--- src/rtl/rv16_pkg.sv ---
// Shared types and constants for the rv16 execute-stage operand dispatcher.
// Unit index equals opcode value.
package rv16_pkg;

    localparam int unsigned RV16_DATA   = 16;
    localparam int unsigned RV16_OPW    = 4;
    localparam int unsigned RV16_NUM_FU = 7;

    typedef enum logic [RV16_OPW-1:0] {
        FuAdd = 4'd0,
        FuSub = 4'd1,
        FuMul = 4'd2,
        FuDiv = 4'd3,
        FuXor = 4'd4,
        FuAnd = 4'd5,
        FuOr  = 4'd6
    } fu_op_e;

    typedef struct packed {
        logic [RV16_OPW-1:0]  opcode;
        logic [RV16_DATA-1:0] rs1;
        logic [RV16_DATA-1:0] rs2;
    } fu_bundle_t;

endpackage

--- src/rtl/rv16_fu_slot.sv ---
// One-entry valid/ready holding register for a single functional unit.
// Supports load, drain and same-cycle load+drain for full-rate pass-through.
module rv16_fu_slot
    import rv16_pkg::*;
#(
    parameter int unsigned DATA = RV16_DATA
) (
    input  logic            clk,
    input  logic            rst_n,
    input  logic            load,
    input  logic [DATA-1:0] load_rs1,
    input  logic [DATA-1:0] load_rs2,
    input  logic            ready,
    output logic            valid,
    output logic [DATA-1:0] rs1,
    output logic [DATA-1:0] rs2
);

    logic            valid_q, valid_d;
    logic [DATA-1:0] rs1_q, rs2_q;

    always_comb begin
        valid_d = load | (valid_q & ~ready);
    end

    // Data is only written on load; it is left in place after a drain.
    always_ff @(posedge clk or negedge rst_n) begin
        if (!rst_n) begin
            valid_q <= 1'b0;
            rs1_q   <= '0;
            rs2_q   <= '0;
        end else begin
            valid_q <= valid_d;
            if (load) begin
                rs1_q <= load_rs1;
                rs2_q <= load_rs2;
            end
        end
    end

    assign valid = valid_q;
    assign rs1   = rs1_q;
    assign rs2   = rs2_q;

endmodule

--- src/rtl/rv16_fu_dispatch.sv ---
// Registered operand dispatcher: decodes opcode to a functional unit, parks operands in that
// unit's holding slot under valid/ready back-pressure, and flags/counts illegal opcodes.
module rv16_fu_dispatch
    import rv16_pkg::*;
#(
    parameter int unsigned DATA   = RV16_DATA,
    parameter int unsigned OPW    = RV16_OPW,
    parameter int unsigned NUM_FU = RV16_NUM_FU,
    parameter int unsigned ERRW   = 8
) (
    input  logic                   clk,
    input  logic                   rst_n,
    input  logic                   in_valid,
    output logic                   in_ready,
    input  logic [OPW-1:0]         in_opcode,
    input  logic [DATA-1:0]        in_rs1,
    input  logic [DATA-1:0]        in_rs2,
    output logic [NUM_FU-1:0]      fu_valid,
    input  logic [NUM_FU-1:0]      fu_ready,
    output logic [NUM_FU*DATA-1:0] fu_rs1,
    output logic [NUM_FU*DATA-1:0] fu_rs2,
    output logic                   illegal,
    output logic [ERRW-1:0]        illegal_cnt
);

    logic              legal;
    logic              slot_free;
    logic              accept;
    logic [NUM_FU-1:0] load;
    logic              illegal_q, illegal_d;
    logic [ERRW-1:0]   cnt_q, cnt_d;

    // Decode does not look at in_valid, so in_ready is meaningful even when idle.
    always_comb begin
        legal     = 32'(in_opcode) < NUM_FU;
        slot_free = 1'b1;
        for (int unsigned k = 0; k < NUM_FU; k++) begin
            if (32'(in_opcode) == k) begin
                slot_free = ~fu_valid[k] | fu_ready[k];
            end
        end
        in_ready = legal ? slot_free : 1'b1;
        accept   = in_valid & in_ready;
    end

    always_comb begin
        load = '0;
        for (int unsigned k = 0; k < NUM_FU; k++) begin
            load[k] = accept & legal & (32'(in_opcode) == k);
        end
    end

    for (genvar k = 0; k < NUM_FU; k++) begin : g_slot
        rv16_fu_slot #(
            .DATA (DATA)
        ) u_slot (
            .clk      (clk),
            .rst_n    (rst_n),
            .load     (load[k]),
            .load_rs1 (in_rs1),
            .load_rs2 (in_rs2),
            .ready    (fu_ready[k]),
            .valid    (fu_valid[k]),
            .rs1      (fu_rs1[k*DATA +: DATA]),
            .rs2      (fu_rs2[k*DATA +: DATA])
        );
    end

    always_comb begin
        illegal_d = accept & ~legal;
        cnt_d     = cnt_q;
        if (illegal_d && (cnt_q != '1)) begin
            cnt_d = cnt_q + 1'b1;
        end
    end

    always_ff @(posedge clk or negedge rst_n) begin
        if (!rst_n) begin
            illegal_q <= 1'b0;
            cnt_q     <= '0;
        end else begin
            illegal_q <= illegal_d;
            cnt_q     <= cnt_d;
        end
    end

    assign illegal     = illegal_q;
    assign illegal_cnt = cnt_q;

endmodule

--- config.mk ---
export PLATFORM = sky130hd
export DESIGN_NAME = rv16_fu_dispatch
export DESIGN_NICKNAME = d
export VERILOG_FILES = /design/src/rtl/rv16_pkg.sv /design/src/rtl/rv16_fu_slot.sv /design/src/rtl/rv16_fu_dispatch.sv
export SDC_FILE = /design/constraint.sdc
export NUM_CORES = 1
export LEC_CHECK = 0
export CORE_AREA = 2 2 152 154
export CTS_CLUSTER_DIAMETER = 150
export CTS_CLUSTER_SIZE = 40
export DETAILED_ROUTE_END_ITERATION = 6
export DIE_AREA = 0 0 154 156
export PLACE_DENSITY_LB_ADDON = 0.15
export SYNTH_ARGS = -nofsm -noshare
export SYNTH_HDL_FRONTEND = slang
export SYNTH_SLANG_ARGS = --single-unit
--- constraint.sdc ---
create_clock -name clk -period 2 [get_ports clk]
set_input_delay 0.6 -clock clk [delete_from_list [all_inputs] [get_ports clk]]
set_output_delay 0.6 -clock clk [all_outputs]
set_load 0.05 [all_outputs]
Yosys cells after proc, flatten, opt, wreduce, memory -nomap -nowiden
Index checks and enable logic that the tools add are counted.

Eq/ne operators: 7. Muxes and demuxes: 8. Bitwise logic cells: 46. Reductions and logical operators: 2. Add/sub/neg operators: 1. Magnitude comparators: 1.

Operators by type and width (number): $and A1 B1 Y1 (17); $not A1 Y1 (15); $or A1 B1 Y1 (14); $eq A4 B3 Y1 const B (3); $add A8 B1 Y8 const B (1); $eq A4 B2 Y1 const B (2); $mux W1 (8); $ne A8 B8 Y1 const B (1); $eq A4 B1 Y1 const B (1); $logic_not A4 Y1 (1); $lt A4 B3 Y1 const B (1); $logic_and A1 B1 Y1 (1).

Bits in registers: 240. Logic and storage cells: 88. Input port bits: 46.

Depth between registers and ports, before layout
Gate-level depths: netlist of the first run.

Depth after elaboration: 14. Mapped depth: 7.

By module
Synthesis of the first run repeated with hierarchy kept, for this count alone.

Cells, all modules: 574. Area total of the unflattened synthesis: 10321.1 µm².

By module, submodules not included: rv16_fu_slot (cells an instance 71, times used 7, area each 1377.6 µm²); rv16_fu_dispatch (cells an instance 77, times used 1, area each 678.2 µm²).

Worst setup path after synthesis of the first run
No wires, ideal clock.

Kind: input-to-output. Start: in in_opcode[1]. End: out in_ready. Required time: 1.400 ns. Slack: -0.908 ns. Arrival: 2.308 ns. Stages on the path: 5. Path through: buf_2 nor2b_4 a211o_1 a311oi_1 o21ai_0.

Longest elaborated chain between the ends: 9. Elaborated cells between the ends (all ways): 16.

Ends and longest elaborated chain: start: declaration (RTL line rv16_fu_dispatch.sv:15) `input logic [OPW-1:0] in_opcode,`; $logic_not A4 Y1 (RTL line rv16_fu_dispatch.sv:38) `if (32'(in_opcode) == k) begin`; $mux W1 (7 in series) (RTL line rv16_fu_dispatch.sv:38); $mux W1 (*) (RTL line rv16_fu_dispatch.sv:42) `in_ready = legal ? slot_free : 1'b1;`; end: declaration (RTL line rv16_fu_dispatch.sv:14) `output logic in_ready,`.

Mark *: on every way between the ends. The rest lies on a longest branch, timed or not.

Final worst setup path of the first run
Start: in fu_ready[6]. End: out in_ready.

Longest elaborated chain between the ends: 3.

Ends and longest elaborated chain: start: declaration (RTL line rv16_fu_dispatch.sv:19) `input logic [NUM_FU-1:0] fu_ready,`; $or A1 B1 Y1 (RTL line rv16_fu_dispatch.sv:39) `slot_free = ~fu_valid[k] | fu_ready[k];`; $mux W1 (RTL line rv16_fu_dispatch.sv:38); $mux W1 (RTL line rv16_fu_dispatch.sv:42).

Every way passes these cells.

==> flow_summary.json, run 1 <==
{
  "p_per_area_nw_per_um2": 1260,
  "setup_violations": 130,
  "r2r-end": "g_slot[1].u_slot.rs2[13]$_DFFE_PN0P_",
  "antenna_found_initial": 0,
  "netlist_area_um2": 9320,
  "io_pins": 287,
  "wl_per_cell_um": 22.5,
  "cts_tree": "yes",
  "slew_headroom_pct": 73.3,
  "clock-skew-final_ps": 14.8,
  "grt_setup_unrepaired": "true",
  "post-route-util_pct": 60.6,
  "insertion_delay_ps": 490,
  "irDropWorstVdd_v": 0.000649,
  "final_hold_viol_count": 0,
  "fp.dieW_um": 154,
  "status": "finished, violations left",
  "worstPathArrival_ps": 1860,
  "layout.nets": 955,
  "critPathLaunchType": "input pin",
  "fin_crit_sh_pct": 123,
  "grtUsageTotal_pct": 22.1,
  "maxCapViolCount": 0,
  "syn_to_final_growth_pct": 45.6,
  "drt_iter0_markers": 195,
  "die-area_um2": 24000,
  "setup_tns_ps": -27110,
  "grt_pass1_wl_mm": 40.9,
  "core_area_um2": 22400,
  "p_total_w": 0.0171,
  "syn_nets": 616,
  "cellLeakagePower_nw": 6.81,
  "synth_seq_cells": 240,
  "grt_max_degree": 45,
  "ys_types": 35,
  "yosysMostFrequentCell": "dfrtp_1",
  "dr.pass1.iters": 4,
  "fin_crit_ps": 2460,
  "drc_errors": 0,
  "synth_common_cells": "240 x dfrtp_1, 196 x mux2_2, 30 x mux2_4, 17 x buf_2, 12 x nand2_1",
  "syn_inst": 569,
  "r2r_start": "g_slot[2].u_slot.valid$_DFF_PN0_",
  "synthTopCellsByArea": "dfrtp_1 64%, mux2_2 24%, mux2_4 4.8%",
  "clock_sinks": 240,
  "synth_top_area_share_pct": 64.5,
  "io_buffers": 286,
  "dpl.hpwl_mm": 17.8,
  "hold_class": "in -> async",
  "grt_pass1_vias": 6577,
  "vias_per_cell": 5.09,
  "synth_enable_flop_cells": 0,
  "reg2reg_slack_ps": -290,
  "routabilityCongestion": 0.803,
  "worstPathRequired_ps": 1400,
  "clk_path_buf_depth": 3,
  "grt_overflow": 0,
  "htree_num_levels": 1,
  "num_vias": 6059,
  "placed_cells": 1154,
  "fin_cells": 1191,
  "synth-seq-area-share_pct": 64.5,
  "violations": "negative setup slack",
  "dp_slack_ps": -858,
  "cp-end-kind": "primary output",
  "async_reset_ff_share_pct": 100,
  "timing.final.ws_setup_ps": -459,
  "r2r_cells": 11,
  "drive_above_1_share_pct": 63.6,
  "syn_area_per_cell_um2": 16.4,
  "cts_made_buffers": 9,
  "cp-startpoint": "fu_ready[6]",
  "critPathMaxFanout": 2,
  "yosys_warnings": 0,
  "postCtsHoldBufs": 0,
  "fmax_mhz": 407,
  "synth_ff_type": "dfrtp_1",
  "cts-root-buf": "clkbuf_16",
  "finalMaxSlewViolations": 0,
  "crit_type": "in -> out",
  "synth_area_leader_cell": "dfrtp_1",
  "num_antenna_cells": 0,
  "rows": 55,
  "totalWireLength_mm": 26.8,
  "dieHeight_um": 156,
  "start_util_pct": 41.7,
  "clkTransAtPathRegs_ps": 130,
  "timing.critical_path.to": "in_ready",
  "antenna_left": 0,
  "tightest_slew_ps": 400
}
-- routing by layer --
metal / vias to the layer above / GRT usage (%) / share of wire [%]
met5: - / 0 / 0
li1: 2655 / - / -
met3: 15 / 4.61 / 6.0
met2: 192 / 37.4 / 49
met1: 3197 / 30.3 / 44
met4: 0 / 2.94 / 0.90
-- repair_timing --
action,in CTS,in global routing
gates resized for setup,113,25
buffers inserted,20,7
pin swaps,9,8
setup endpoints to repair,194,132
cloned,12,0
-- placed cells by master, fill, tap and decap left out, drive strengths merged, types with 2 or more instances in the layout --
master         instances
a311oi                 2
a31oi                  3
buf                  316
clkbuf                10
clkdlybuf4s50         38
dfrtp                240
dlygate4sd2            5
inv                    7
mux2                 228
nand2                 12
nand2b                 5
nand3                  6
nand4                  4
nor2b                  6
nor3b                  3
o21ai                  4
o21bai                 2
xnor2                  2
-- per-stage QoR --
stage	hold slack, ps	area (um2)
final	1.26	13600
after global routing	4.07	13600
after CTS	5.46	13600
after detailed placement	494	12500
after global placement	478	12500
after floorplan	304	9520
-- cell type report --
class                   instances  area [um2]
multi-input cells             290        3620
fillers                      1713        8800
flip-flops and latches        240        6010
repair buffers                360        3320
well taps                     285         357
clock buffers                   9         225
inverters                       7        26.3
-- how the worst min path moves through the flow --
stage                                              from                                   end  cells after the start
floorplan                                         rst_n   g_slot[0].u_slot.rs1[0]$_DFFE_PN0P_                      0
global placement    g_slot[6].u_slot.rs1[5]$_DFFE_PN0P_   g_slot[6].u_slot.rs1[5]$_DFFE_PN0P_                      1
detailed placement  g_slot[2].u_slot.rs1[0]$_DFFE_PN0P_   g_slot[2].u_slot.rs1[0]$_DFFE_PN0P_                      1
CTS                                               rst_n  g_slot[3].u_slot.rs2[12]$_DFFE_PN0P_                      1
global route                                      rst_n  g_slot[3].u_slot.rs2[14]$_DFFE_PN0P_                      1
finish                                            rst_n  g_slot[3].u_slot.rs2[12]$_DFFE_PN0P_                      1
-- state kept, by name (all words and copies together), names as in the netlist --
name / flops
g_slot.u_slot.rs2: 112
illegal_cnt: 8
g_slot.u_slot.valid: 7
g_slot.u_slot.rs1: 112
illegal: 1
-- logic make-up after synthesis --
family | after synthesis | synth area share, %
DFF | 240 | 64.5
muxes | 228 | 28.8
and+or+nand+nor | 41 | 2.54
buffers and inverters | 39 | 2.32
AOI/OAI and AO/OA | 17 | 1.49
xor gates and xnor gates | 3 | 0.282
adders and majority gates | 1 | 0.134
-- power by group --
part           internal [W]  switching [W]
combinational       0.00283        0.00535
clock              0.000823        0.00140
sequential          0.00598       0.000750
total               0.00963        0.00750
-- worst max-delay path, stage by stage --
cell and delay (ps):
clkdlybuf4s50_1 400, nand2b_4 140, or3b_4 390, o41ai_4 80
o21ai_4 80, buf_6 160
No activity file was read; power rests on OpenSTA's default activity.
==> run 2, diff against run 1 <==
PLACE_DENSITY = 0.75   (was unset)
PLACE_DENSITY_LB_ADDON = unset   (was 0.15)
RECOVER_POWER = 50   (was unset)
==> flow_summary.json, run 2 (synthesized netlist as in run 1, its figures left out) <==
{
  "path_buf_inv": 3,
  "layout.nets": 934,
  "io_buffers": 286,
  "clock_sinks": 240,
  "critical-path-top-delay-family": "buffers and inverters",
  "dieHeight_um": 156,
  "grt_overflow": 0,
  "tightest_slew_ps": 1380,
  "dr.pass1.iters": 4,
  "core_area_um2": 22400,
  "fin_crit_sh_pct": 124,
  "grtUsageTotal_pct": 19.2,
  "cts_tree": "yes",
  "slew_headroom_pct": 7.78,
  "violations": "negative setup slack",
  "maxCapViolCount": 0,
  "grt_pass1_wl_mm": 36.5,
  "die-area_um2": 24000,
  "timing.final.ws_setup_ps": -473,
  "io_pins": 287,
  "path_cells": "dlygate4sd2_1, buf_4, a311oi_4, a311oi_4, o21ai_4, buf_8",
  "cts_made_buffers": 9,
  "fp.dieW_um": 154,
  "p_total_w": 0.0168,
  "cp-end-kind": "primary output",
  "fin_crit_ps": 2470,
  "drc_errors": 0,
  "syn_to_final_growth_pct": 37.4,
  "slowest_stage": "a311oi_4",
  "rows": 55,
  "htree_num_levels": 1,
  "clkTransAtPathRegs_ps": 130,
  "critPathLaunchType": "input pin",
  "worstPathArrival_ps": 1870,
  "fmax_mhz": 404,
  "irDropWorstVdd_v": 0.000914,
  "insertion_delay_ps": 480,
  "p_per_area_nw_per_um2": 1310,
  "clock-skew-final_ps": 11.8,
  "dpl.hpwl_mm": 16.9,
  "final_common_cell": "buf_4",
  "wl_per_cell_um": 20.7,
  "grt_max_degree": 54,
  "drive_above_1_share_pct": 61.9,
  "cellLeakagePower_nw": 6.24,
  "postCtsHoldBufs": 0,
  "cts-root-buf": "clkbuf_16",
  "clk_path_buf_depth": 3,
  "finalMaxSlewViolations": 0,
  "start_util_pct": 41.7,
  "final_hold_viol_count": 0,
  "num_antenna_cells": 0,
  "worstPathRequired_ps": 1400,
  "totalWireLength_mm": 24.3,
  "hold_class": "in -> async",
  "post-route-util_pct": 57.3,
  "layout_common_cells": "263 x buf_4, 240 x dfrtp_1, 173 x mux2_2",
  "crit_type": "in -> out",
  "routabilityCongestion": 0.805,
  "grt_pass1_vias": 6104,
  "hold_slack_ps": 424,
  "setup_violations": 140,
  "cp_slowest_stage_delay_ps": 350,
  "crit_top_cell": "a311oi_4",
  "drt_iter0_markers": 219,
  "antenna_found_initial": 0,
  "num_vias": 5927,
  "status": "finished, violations left",
  "vias_per_cell": 5.07,
  "antenna_left": 0,
  "grt_setup_unrepaired": "true",
  "critPathMaxFanout": 7
}
[run 2: layout make-up]
| type | count | area, um2 |
|---|---|---|
| flip-flops and latches | 240 | 6010 |
| clock buffers | 9 | 225 |
| fillers | 1791 | 9560 |
| multi-input cells | 290 | 3330 |
| inverters | 7 | 26.3 |
| well taps | 285 | 357 |
| repair buffers | 339 | 2860 |
[run 2: what timing repair did]
item                                    in CTS  in global routing
pin swaps                                    4                  6
buffers inserted                             2                  2
endpoints found under the setup margin     164                 37
gates resized for setup                     10                 14
gates cloned                                 0                  3
[run 2: final timing paths]
kind                       cells past startpoint                                start                              endpoint  slack (ps)
setup / recovery                               6                         in_opcode[0]                              in_ready        -470
hold / removal                                 1                                rst_n   g_slot[6].u_slot.rs2[6]$_DFFE_PN0P_         420
setup reg to reg                               6     g_slot[2].u_slot.valid$_DFF_PN0_  g_slot[0].u_slot.rs1[13]$_DFFE_PN0P_         -30
hold reg to reg                                1  g_slot[6].u_slot.rs1[5]$_DFFE_PN0P_   g_slot[6].u_slot.rs1[5]$_DFFE_PN0P_         510
max in group asynchronous                      2                                rst_n  g_slot[0].u_slot.rs1[13]$_DFFE_PN0P_         210
min in group clk                               4                          fu_ready[6]      g_slot[6].u_slot.valid$_DFF_PN0_         510
[run 2: power by group]
group | internal (W) | leakage (nW) | switching (W) | total [W]
logic | 0.00259 | 3.17 | 0.00529 | 0.00789
registers | 0.00598 | 2.96 | 0.000691 | 0.00667
clock network | 0.000822 | 0.111 | 0.00140 | 0.00222
[run 2: stage by stage]
| stage | area, um2 | cells | setup TNS [ps] | worst slack [ps] |
|---|---|---|---|---|
| floorplan | 9520 | 569 | -8710 | -252 |
| global placement | 12500 | 1155 | -123040 | -704 |
| detailed placement | 12500 | 1155 | -129020 | -738 |
| CTS | 12800 | 1166 | -498 | -498 |
| global route | 12800 | 1170 | -34370 | -506 |
| finish | 12800 | 1170 | -13880 | -473 |
[run 2: layer usage]
| metal | GRT usage [%] | up-vias | routed length (um) |
|---|---|---|---|
| li1 | - | 2628 | - |
| met1 | 26.8 | 3088 | 10800 |
| met2 | 31.3 | 189 | 11500 |
| met3 | 4.78 | 22 | 1600 |
| met4 | 3.25 | 0 | 364 |
| met5 | 0 | - | 0 |
==> run 3, diff against run 2 <==
SLEW_MARGIN = 20   (was unset)
==> results of run 3 <==
Final layout, timing and power as in run 2 (identical DEF).
